**src/rtl/alu_pkg.sv**
```systemverilog
// Shared types for the sequential ALU: op codes, FSM states and op-class decode.
package alu_pkg;

  typedef enum logic [2:0] {
    OP_ADD = 3'b000,
    OP_SUB = 3'b001,
    OP_MUL = 3'b010,
    OP_DIV = 3'b011,
    OP_MOD = 3'b100,
    OP_AND = 3'b101,
    OP_OR  = 3'b110,
    OP_XOR = 3'b111
  } op_t;

  typedef enum logic {
    IDLE = 1'b0,
    EXEC = 1'b1
  } state_t;

  // One bit per op code; set where the op runs through the iterative unit.
  localparam logic [7:0] ITER_OP_MASK = 8'b0001_1100;
  localparam logic [7:0] DIV_OP_MASK  = 8'b0001_1000;

  function automatic logic is_iterative(input op_t op);
    return ITER_OP_MASK[op];
  endfunction

  function automatic logic is_divide(input op_t op);
    return DIV_OP_MASK[op];
  endfunction

endpackage

```
**src/rtl/alu_iter_unit.sv**
```systemverilog
// Shared N-step shift/accumulate datapath: shift-add multiply (div_mode=0)
// or restoring division (div_mode=1). acc_hi/acc_lo present the post-step value.
module alu_iter_unit #(
  parameter int N = 4
) (
  input  logic         clk,
  input  logic         rst_n,
  input  logic         load,
  input  logic         step,
  input  logic         div_mode,
  input  logic [N-1:0] a,
  input  logic [N-1:0] b,
  output logic         last,
  output logic [N-1:0] acc_hi,
  output logic [N-1:0] acc_lo
);

  localparam int CW = $clog2(N);

  logic [N-1:0]  hi_q;
  logic [N-1:0]  lo_q;
  logic [N-1:0]  b_q;
  logic          mode_q;
  logic [CW-1:0] cnt_q;

  logic [N:0]    mul_sum;
  logic [2*N-1:0] mul_nxt;
  logic [N:0]    rem_shift;
  logic [N-1:0]  quo_shift;
  logic          rem_ge;

  assign last = (cnt_q == CW'(N - 1));

  always_comb begin
    mul_sum   = {1'b0, hi_q} + {1'b0, b_q};
    // Multiplier sits in lo and drains out the bottom as the product fills in.
    mul_nxt   = lo_q[0] ? {mul_sum, lo_q[N-1:1]} : {1'b0, hi_q, lo_q[N-1:1]};
    rem_shift = {hi_q, lo_q[N-1]};
    quo_shift = {lo_q[N-2:0], 1'b0};
    rem_ge    = (rem_shift >= {1'b0, b_q});
    acc_hi    = '0;
    acc_lo    = '0;
    if (mode_q) begin
      if (rem_ge) begin
        acc_hi = rem_shift[N-1:0] - b_q;
        acc_lo = {quo_shift[N-1:1], 1'b1};
      end else begin
        acc_hi = rem_shift[N-1:0];
        acc_lo = quo_shift;
      end
    end else begin
      acc_hi = mul_nxt[2*N-1:N];
      acc_lo = mul_nxt[N-1:0];
    end
  end

  always_ff @(posedge clk or negedge rst_n) begin
    if (!rst_n) begin
      hi_q   <= '0;
      lo_q   <= '0;
      b_q    <= '0;
      mode_q <= 1'b0;
      cnt_q  <= '0;
    end else if (load) begin
      hi_q   <= '0;
      lo_q   <= a;
      b_q    <= b;
      mode_q <= div_mode;
      cnt_q  <= '0;
    end else if (step) begin
      hi_q   <= acc_hi;
      lo_q   <= acc_lo;
      cnt_q  <= cnt_q + CW'(1);
    end
  end

endmodule

```
**src/rtl/seq_alu.sv**
```systemverilog
// Multi-cycle ALU with start/done handshake, registered results and N/Z/C/V flags.
//   state | meaning
//   IDLE  | waiting for start; outputs hold last completion
//   EXEC  | operation in flight; single-step ops finish on first edge
module seq_alu
  import alu_pkg::*;
#(
  parameter int N = 4
) (
  input  logic         clk,
  input  logic         rst_n,
  input  logic         start,
  input  logic [2:0]   op,
  input  logic [N-1:0] a,
  input  logic [N-1:0] b,
  output logic         busy,
  output logic         done,
  output logic [N-1:0] result,
  output logic [N-1:0] result_hi,
  output logic         flag_n,
  output logic         flag_z,
  output logic         flag_c,
  output logic         flag_v,
  output logic         err_div0
);

  state_t       state_q, state_nxt;
  op_t          op_q;
  logic [N-1:0] a_q, b_q;

  logic         accept, finish, step, div0, iter_last;
  logic [N-1:0] iter_hi, iter_lo;
  logic [N:0]   add_full, sub_full;
  logic [N-1:0] res_nxt, hi_nxt;
  logic         n_nxt, z_nxt, c_nxt, v_nxt, err_nxt;

  alu_iter_unit #(.N(N)) u_iter (
    .clk      (clk),
    .rst_n    (rst_n),
    .load     (accept),
    .step     (step),
    .div_mode (is_divide(op_t'(op))),
    .a        (a),
    .b        (b),
    .last     (iter_last),
    .acc_hi   (iter_hi),
    .acc_lo   (iter_lo)
  );

  assign add_full = {1'b0, a_q} + {1'b0, b_q};
  assign sub_full = {1'b0, a_q} - {1'b0, b_q};
  assign div0     = is_divide(op_q) && (b_q == '0);
  assign busy     = (state_q == EXEC);

  always_comb begin
    res_nxt = '0;
    hi_nxt  = '0;
    c_nxt   = 1'b0;
    v_nxt   = 1'b0;
    err_nxt = 1'b0;
    unique case (op_q)
      OP_ADD: begin
        res_nxt = add_full[N-1:0];
        c_nxt   = add_full[N];
        v_nxt   = (a_q[N-1] == b_q[N-1]) && (add_full[N-1] != a_q[N-1]);
      end
      OP_SUB: begin
        res_nxt = sub_full[N-1:0];
        c_nxt   = sub_full[N];
        v_nxt   = (a_q[N-1] != b_q[N-1]) && (sub_full[N-1] != a_q[N-1]);
      end
      OP_MUL: begin
        res_nxt = iter_lo;
        hi_nxt  = iter_hi;
        v_nxt   = |iter_hi;
      end
      OP_DIV, OP_MOD: begin
        if (div0) begin
          res_nxt = '1;
          hi_nxt  = a_q;
          err_nxt = 1'b1;
        end else begin
          res_nxt = iter_lo;
          hi_nxt  = iter_hi;
        end
      end
      OP_AND: res_nxt = a_q & b_q;
      OP_OR:  res_nxt = a_q | b_q;
      OP_XOR: res_nxt = a_q ^ b_q;
      default: res_nxt = '0;
    endcase
    n_nxt = res_nxt[N-1];
    // Z on MUL looks at the whole 2N-bit product, not just the low half.
    z_nxt = (op_q == OP_MUL) ? ((res_nxt == '0) && (hi_nxt == '0)) : (res_nxt == '0);
  end

  always_comb begin
    state_nxt = state_q;
    accept    = 1'b0;
    finish    = 1'b0;
    step      = 1'b0;
    unique case (state_q)
      IDLE: begin
        if (start) begin
          accept    = 1'b1;
          state_nxt = EXEC;
        end
      end
      EXEC: begin
        if (!is_iterative(op_q) || div0) begin
          finish = 1'b1;
        end else begin
          step   = 1'b1;
          finish = iter_last;
        end
        if (finish) state_nxt = IDLE;
      end
      default: state_nxt = IDLE;
    endcase
  end

  always_ff @(posedge clk or negedge rst_n) begin
    if (!rst_n) begin
      state_q <= IDLE;
      op_q    <= OP_ADD;
      a_q     <= '0;
      b_q     <= '0;
    end else begin
      state_q <= state_nxt;
      if (accept) begin
        op_q <= op_t'(op);
        a_q  <= a;
        b_q  <= b;
      end
    end
  end

  always_ff @(posedge clk or negedge rst_n) begin
    if (!rst_n) begin
      done      <= 1'b0;
      result    <= '0;
      result_hi <= '0;
      flag_n    <= 1'b0;
      flag_z    <= 1'b0;
      flag_c    <= 1'b0;
      flag_v    <= 1'b0;
      err_div0  <= 1'b0;
    end else begin
      done <= finish;
      if (finish) begin
        result    <= res_nxt;
        result_hi <= hi_nxt;
        flag_n    <= n_nxt;
        flag_z    <= z_nxt;
        flag_c    <= c_nxt;
        flag_v    <= v_nxt;
        err_div0  <= err_nxt;
      end
    end
  end

endmodule
```
**config.mk**
```make
export PLATFORM = sky130hd
export DESIGN_NAME = seq_alu
export DESIGN_NICKNAME = d
export VERILOG_FILES = /design/src/rtl/alu_pkg.sv /design/src/rtl/alu_iter_unit.sv /design/src/rtl/seq_alu.sv
export SDC_FILE = /design/constraint.sdc
export NUM_CORES = 1
export LEC_CHECK = 0
export BUFFER_PORTS_ARGS = -buffer_cell sky130_fd_sc_hd__buf_2
export CORE_MARGIN = 1
export CORE_UTILIZATION = 50
export CTS_CLUSTER_DIAMETER = 40
export DETAILED_ROUTE_END_ITERATION = 10
export GPL_ROUTABILITY_DRIVEN = 0
export PLACE_DENSITY = 0.76
export REMOVE_ABC_BUFFERS = 1
export SLEW_MARGIN = 20
export SYNTH_ARGS = -nofsm -noshare
export SYNTH_HDL_FRONTEND = slang
export SYNTH_SLANG_ARGS = --single-unit
```
**constraint.sdc**
```tcl
create_clock -name clk -period 5.1 [get_ports clk]
set_input_delay 0.51 -clock clk [delete_from_list [all_inputs] [get_ports clk]]
set_output_delay 0.51 -clock clk [all_outputs]
set_load 0.02 [all_outputs]
```
==> run summary <==
Seq cells post-synth: 36
Minimum clock period: 2910 ps
Sequential area share after synthesis: 34.1%
CP Data Required Time: 5330 ps
CTS H-Tree Depth: 2
Remaining DRCs: 0
First-pass GRT wire length: 10500 µm
TNS Setup: 0 ps
Synth warn: 0
Fill count: 495
Pin count of the biggest net entering global routing: 37
Worst Setup Path Type: flip-flop to flip-flop
Avg Cell Area, Syn: 8.66 µm²
IO Port Bufs: 28
Top post-synthesis cells by area: dfrtp_1 34%, ha_1 10%, o21ai_0 5.9%
Worst slew pin tran: 793 ps
Worst-path maximum fanout: 5
Largest area contributor in the netlist: dfrtp_1
Postcts setup bufs: 0
Initial antenna violation count: 0
Crit start category: flip-flop
Area Overhead vs Synth: 9.05%
Vias in the first global route: 2128
Setup Viol. Count Final: 0
Status: finished, final reports clean
RSZ-0062 raised after global routing: false
DIE HEIGHT: 74.7 µm
CTS Hold Bufs: 0
Fin area: 2880 µm²
Post-synth top flop: dfrtp_1
Gr usage total: 25.3%
Relative slew slack: 47.2%
Post-synth EDFFs: 0
Pins over their slew limit: 0
CTS Buffer Depth: 2
Synth top area share: 34.1%
Routed Antenna Nets: 0
Initial DRC count: 210
Clock sink count: 36
Die area: 5570 µm²
Fin crit share: 57.0%
F_max: 344 MHz
TritonCTS buffer count: 5
Async S/R FF share, synth: 100%
Total grt overflow: 0
Post-synthesis cell area: 2640 µm²
Via count: 2314
Nets: 362
Fin. Hold Viols: 0
Hpwl dp: 4770 µm
N_diodes: 0
Router iterations before antenna repair: 5
Skew-Pair Late Insertion Delay: 290 ps
Routed len/inst: 16.5 µm
CTS tree: built
# IOs: 29
Fin Clk Skew: 7.23 ps
CP Data Arrival Time: 3130 ps
Via density: 5.87
Most common cell in the synthesized netlist: nand2_1
Core Box Area: 5110 µm²
Layout cell share with drive strength beyond 1: 16.0%
Root buf cell: clkbuf_8
Placed inst area: 2790 µm²
Reg2reg start: u_iter.b_q[3]
Initial Util: 51.7%
Clk slew on worst S/H paths: 80 ps
Aggregate routed wire length: 6510 µm
Hold WC Path Type: primary input to async pin
Post-synth top cells: 38 x nand2_1, 36 x dfrtp_1, 31 x o21ai_0
Critical path launch point: u_iter.b_q[3]
Synth Instances: 305
MaxCap Viol Count: 0
Cell Rows: 26
Die X: 74.7 µm
Resize count post-CTS: 0
Netlist cell types: 59
Crit end category: flip-flop
layout by cell type (no fill, tap or decap), types with 2 or more instances in the layout:
master / count
nor3_1: 6
clkbuf_1: 2
a21oi_1: 23
a211oi_1: 8
mux2i_1: 7
nor2_1: 23
o221ai_1: 2
a21oi_2: 2
o31ai_1: 2
o21ai_0: 31
a31oi_1: 4
o211ai_1: 2
buf_2: 28
or4_1: 2
inv_1: 17
nand2_1: 38
nand2b_1: 5
a31o_2: 2
clkbuf_8: 6
xnor2_1: 5
fa_1: 4
dfrtp_1: 36
mux2_2: 2
ha_1: 21
a21o_1: 2
nand3_1: 7
a211o_1: 2
nor2b_1: 5
routing by layer:
metal / GRT usage, % / share of wire, %
met5: 0 / 0
met4: 9.85 / 2.5
met3: 4.95 / 6.5
met2: 38.6 / 44
met1: 35.5 / 47
final timing paths:
check	to	slack, ps	depth (start not counted)
max in group asynchronous	u_iter.cnt_q[1]	4300	1
setup / recovery	flag_v	2190	10
min in group clk	op_q[2]	430	3
setup reg to reg	flag_v	2190	10
hold reg to reg	flag_c	480	2
hold / removal	result[2]	300	1
metrics by stage:
stage	hold WS [ps]	worst slack, ps	cells	utilization (%)
2_1_floorplan	214	2540	287	-
3_3_place_gp	456	2270	386	54.6
3_5_place_dp	464	2220	386	54.6
4_1_cts	332	2210	394	56.4
5_1_grt	370	2060	394	56.4
6_report	300	2190	394	56.4
layout make-up:
type	count	area [µm²]	share of cell area [%]
clock buffer	8	90.1	3.13
multi-input combinational	232	1580	54.9
timing repair buffer	29	148	5.13
tap	70	87.6	3.04
inverter	19	71.3	2.48
sequential	36	901	31.3
cell families after synthesis:
family                     share of synthesized area, %
xor gates and xnor gates                           1.99
and+or+nand+nor                                    16.7
muxes                                              4.08
adders and majority gates                          13.0
AOI/OAI and AO/OA                                  24.1
buffers and inverters                              5.97
DFF                                                34.1
sequential cells by signal (all words and copies together) (netlist names), 2 cells and up:
signal	flops
a_q	4
op_q	3
result	4
result_hi	4
u_iter.b_q	4
u_iter.cnt_q	2
u_iter.hi_q	4
u_iter.lo_q	4
critical path, stage by stage (launching register included):
cell and delay (ps):
dfrtp_1 500, inv_1 170, ha_1 400, nand4_1 120, nand2_1 110, a21oi_4 240, mux2_4 340, a211oi_2 270
nor4_2 90, a2111oi_2 450, a211o_1 150
Power is not shown: default switching activity piles up to over one toggle a cycle in this logic, so the estimate is an artifact.
